[src/rtl/seq_mult_pkg.sv]
// Shared state encoding for the multiply/accumulate datapath controllers.
package seq_mult_pkg;

   typedef enum logic [1:0] {
      IDLE  = 2'd0,
      ACCUM = 2'd1,
      HOLD  = 2'd2
   } state_t;

endpackage

[src/rtl/product_accumulator_acc_adder.sv]
// Accumulator adder with carry-out; clamps to all-ones on carry when ACC_SATURATE_EN is defined,
// otherwise wraps modulo 2^ACC_WIDTH.
module acc_adder #(
   parameter int unsigned ACC_WIDTH = 16,
   parameter int unsigned IN_WIDTH  = 5
) (
   input  logic [ACC_WIDTH-1:0] a,
   input  logic [IN_WIDTH-1:0]  b,
   output logic [ACC_WIDTH-1:0] sum_c,
   output logic                 carry_c
);

   localparam int unsigned SW = ACC_WIDTH + 1;

   logic [SW-1:0] full;

   always_comb begin
      full    = {1'b0, a} + SW'(b);
      carry_c = full[ACC_WIDTH];
`ifdef ACC_SATURATE_EN
      sum_c   = carry_c ? {ACC_WIDTH{1'b1}} : full[ACC_WIDTH-1:0];
`else
      sum_c   = full[ACC_WIDTH-1:0];
`endif
   end

endmodule

[src/rtl/product_accumulator.sv]
// Sums BURST accepted products per result word with valid/ready on both sides.
// Optional saturation on overflow: ACC_SATURATE_EN.
module product_accumulator
   import seq_mult_pkg::*;
#(
   parameter int unsigned WIDTH     = 4,
   parameter int unsigned ACC_WIDTH = 16,
   parameter int unsigned BURST     = 8
) (
   input  logic                       clk,
   input  logic                       rst_n,
   input  logic                       clear,
   input  logic                       in_valid,
   output logic                       in_ready,
   input  logic [WIDTH:0]             product,
   output logic                       out_valid,
   input  logic                       out_ready,
   output logic [ACC_WIDTH-1:0]       sum,
   output logic [$clog2(BURST+1)-1:0] count,
   output logic                       overflow
);

   localparam int unsigned CW = $clog2(BURST + 1);
   localparam int unsigned PW = WIDTH + 1;

   state_t               state_q, state_d;
   logic [ACC_WIDTH-1:0] sum_d, add_a, add_sum;
   logic [CW-1:0]        count_d, cnt_inc;
   logic [PW-1:0]        add_b;
   logic                 ovf_d, add_carry, accept;

   acc_adder #(
      .ACC_WIDTH (ACC_WIDTH),
      .IN_WIDTH  (PW)
   ) u_acc_adder (
      .a       (add_a),
      .b       (add_b),
      .sum_c   (add_sum),
      .carry_c (add_carry)
   );

   // Gating the product with accept keeps an undriven bus out of the sum.
   always_comb begin
      accept  = in_valid && in_ready;
      add_a   = (state_q == IDLE) ? '0 : sum;
      add_b   = accept ? product : '0;
      cnt_inc = (state_q == IDLE) ? CW'(1) : count + CW'(1);

      state_d = state_q;
      sum_d   = sum;
      count_d = count;
      ovf_d   = overflow;

      if (clear) begin
         state_d = IDLE;
         sum_d   = '0;
         count_d = '0;
         ovf_d   = 1'b0;
      end else begin
         unique case (state_q)
            IDLE, ACCUM: begin
               if (accept) begin
                  sum_d   = add_sum;
                  count_d = cnt_inc;
                  ovf_d   = ((state_q == ACCUM) && overflow) || add_carry;
                  state_d = (cnt_inc == CW'(BURST)) ? HOLD : ACCUM;
               end
            end
            HOLD: begin
               if (out_ready) begin
                  state_d = IDLE;
                  count_d = '0;
               end
            end
            default: state_d = IDLE;
         endcase
      end
   end

   // Handshake flags are registered from the next state so they line up with it.
   always_ff @(posedge clk) begin
      if (!rst_n) begin
         state_q   <= IDLE;
         sum       <= '0;
         count     <= '0;
         overflow  <= 1'b0;
         in_ready  <= 1'b0;
         out_valid <= 1'b0;
      end else begin
         state_q   <= state_d;
         sum       <= sum_d;
         count     <= count_d;
         overflow  <= ovf_d;
         in_ready  <= (state_d != HOLD);
         out_valid <= (state_d == HOLD);
      end
   end

endmodule
[config.mk]
export PLATFORM = sky130hd
export DESIGN_NAME = product_accumulator
export DESIGN_NICKNAME = d
export VERILOG_FILES = /design/src/rtl/seq_mult_pkg.sv /design/src/rtl/product_accumulator_acc_adder.sv /design/src/rtl/product_accumulator.sv
export SDC_FILE = /design/constraint.sdc
export NUM_CORES = 1
export LEC_CHECK = 0
export ABC_AREA = 1
export BUFFER_PORTS_ARGS = -buffer_cell sky130_fd_sc_hd__buf_2
export CORE_AREA = 2 2 80 82
export DETAILED_ROUTE_END_ITERATION = 10
export DIE_AREA = 0 0 82 84
export PLACE_DENSITY = 0.5
export SETUP_SLACK_MARGIN = 0.5
export SLEW_MARGIN = 30
export SYNTH_ARGS = -nofsm -noshare
export SYNTH_HDL_FRONTEND = slang
export SYNTH_SLANG_ARGS = --single-unit
[constraint.sdc]
create_clock -name clk -period 2.85 [get_ports clk]
set_input_delay 0.285 -clock clk [delete_from_list [all_inputs] [get_ports clk]]
set_output_delay 0.285 -clock clk [all_outputs]
set_load 0.1 [all_outputs]
==> impl_metrics.tcl <==
set metrics [dict create \
    outcome "completed" \
    drtIter0Drc 91 \
    ioPinCount 33 \
    worstHoldPathType "in2reg" \
    fin_crit_sh 0.7560 \
    setup_viol 0 \
    whs_path_depth 3 \
    synth.mux.area_fraction 0 \
    final_common_cell "nand2_1" \
    synth_cells 268 \
    area_growth_pct 19.85 \
    path_cells "nor2_4, nor2_1, ha_1, nand2_1, nor2_1, nand2_1, nand3_1, nand2_1, nor2_2, nand3_1, nand2_1, nor2_2" \
    setup.worst_path.start_class "flop" \
    die_w_um 82 \
    netlist_area_mm2 0.001658 \
    antenna_found_initial 0 \
    setup-tns-final_ns 0 \
    cts_root_buf "clkbuf_8" \
    drive_gt1_frac 0.2119 \
    via_per_inst 4.404 \
    synth-edff-count 0 \
    relSlewSlack 0.6727 \
    initial_utilization 0.2720 \
    wl_per_cell_um 11.23 \
    peakVddDrop_uv 158.7 \
    critPathCaptureType "flop" \
    dieArea_mm2 0.006888 \
    rsz0062_at_grt "no" \
    final_cell_mix "nand2_1, inv_1, nor2_1" \
    tightestPinTransition_ns 0.4904 \
    htree_levels 1 \
    synth.distinct_cells 27 \
    antenna_left 0 \
    cts_buffers 3 \
    via_count 1669 \
    die_y_um 84 \
    power.total_mw 0.6736 \
    io_buffers 32 \
    cp.arrival_ns 2.31 \
    cp_max_fo 10 \
    maxCapViolCount 0 \
    critPathMaxStageDelay_ns 0.41 \
    gp_congestion 0.7914 \
    hold_ws_ns 0.2584 \
    track_usage 0.1413 \
    cts_tree "built" \
    drt_wl_total_um 4258 \
    synth_simple_gate_area_frac 0.3857 \
    rows 29 \
    fin_skew_ns 0.01007 \
    dpl.hpwl_um 3223 \
    drc 0 \
    cts_hold_buf 0 \
    min_period_ns 2.154 \
    post-route-util 0.3259 \
    yosysSeqAreaShare 0.3019 \
    timing.fmax_mhz 464.2 \
    cts_num_sinks 25 \
    grt_pass1_wl_um 7652 \
    synth-compound-area-share 0.09887 \
    diodes 0 \
    cp.required_ns 3.01 \
    yosys_register_bits 25 \
    coreArea_mm2 0.006096 \
    synthAdderAreaFrac 0.05736 \
    async_reset_ff_frac 0 \
    synthesis.nets 285 \
    finalHoldViolCount 0 \
    yosys_most_used_dff "dfxtp_1" \
    clk_latency_ns 0.28 \
    synth_xor_area_frac 0.02113 \
    regArea_um2 514.2 \
    grt_overflow 0 \
    clk_pin_slew_ns 0.10 \
    drt-pass1-iter-count 4 \
    synth_top_family_by_area "simple AND/OR/NAND/NOR gates" \
    power_leakage_nw 0.9177 \
    grt_max_degree 25 \
    fillers 722 \
    ys_warn_count 0 \
    pwr_density_cell_mw_per_mm2 339.0 \
    multi_input_area_um2 953.4 \
    path_class "reg2reg" \
    reg2regPathDepth 12 \
    cpMostUsedCell "nand2_1" \
    clk_path_buf_depth 2 \
    syn_avg_cell_area_um2 6.186 \
    slew_viol_final 0 \
    nNetsFinal 320 \
    slowest_stage "ha_1" \
    grt_pass1_vias 1651 \
]
## through the flow
stage / area (um^2) / std cells / setup slack (ns)
detailed placement: 1907 / 374 / 0.4827
CTS: 1959 / 378 / 0.5206
global route: 1987 / 379 / 0.4922
floorplan: 1664 / 268 / 0.5196
finish: 1987 / 379 / 0.6955
global placement: 1907 / 374 / 0.5033
## report_power, final
group,total (mW),leakage [nW],internal [mW],switching (mW)
sequential,0.355,0.205,0.352,0.00364
combinational,0.0916,0.690,0.0214,0.0702
clock,0.227,0.0228,0.100,0.126
## synth_stat cells (2+ instances only)
cell / n / area share
inv_2: 4 / 0.0091
nor2_4: 3 / 0.020
clkbuf_1: 2 / 0.0045
nand2_1: 59 / 0.13
inv_1: 48 / 0.11
buf_2: 2 / 0.0060
ha_1: 6 / 0.045
xor2_1: 3 / 0.016
nor2_2: 5 / 0.019
nand2_2: 2 / 0.0075
nor2_1: 40 / 0.091
o21ai_0: 13 / 0.039
nand4_1: 6 / 0.023
a21oi_1: 16 / 0.048
dfxtp_1: 25 / 0.30
nand3_1: 23 / 0.069
## flip-flops by register name (all words and copies together) (netlist names)
name and count:
overflow 1, sum 16, count 4, in_ready 1, out_valid 1, state_q 2
## path summary, 6_finish.rpt
kind	from	end	slack, ns
worst min register to register	overflow	overflow	0.47
worst max register to register	state_q[0]	sum[15]	0.70
worst max-delay path	state_q[0]	sum[15]	0.70
worst min-delay path	rst_n	out_valid	0.26
## kinds of logic (layout without fill, tap and decap cells)
kind of cell,after synthesis,after routing
and+or+nand+nor,143,143
buffers and inverters,57,91
AOI/OAI and AO/OA,32,32
DFF,25,25
adders and majority gates,7,7
xor gates and xnor gates,4,4
## worst max-delay path, delay by kind of cell, from the launching register on
kind | cells | cell delay, ns
and+or+nand+nor | 11 | 1.23
adders and majority gates | 1 | 0.41
DFF | 1 | 0.38
## cell type report
type | count | area share
clock buffers | 4 | 0.02267
inverters | 52 | 0.09824
multi-input cells | 186 | 0.4798
flip-flops and latches | 25 | 0.2588
well taps | 77 | 0.04849
repair buffers | 35 | 0.09194
## routing by layer
layer | wire (um) | vias up | track usage
met5 | 0 | - | 0
met4 | 48 | 0 | 0.04242
met3 | 115 | 4 | 0.01840
met2 | 2050 | 19 | 0.2276
met1 | 2042 | 743 | 0.1936
li1 | - | 903 | -
## timing repair
item,4_1_cts,5_1_grt
endpoints found under the setup margin,4,4
buffers inserted,0,1
gates resized for setup,3,8
Power figures use the tool's default switching activity.
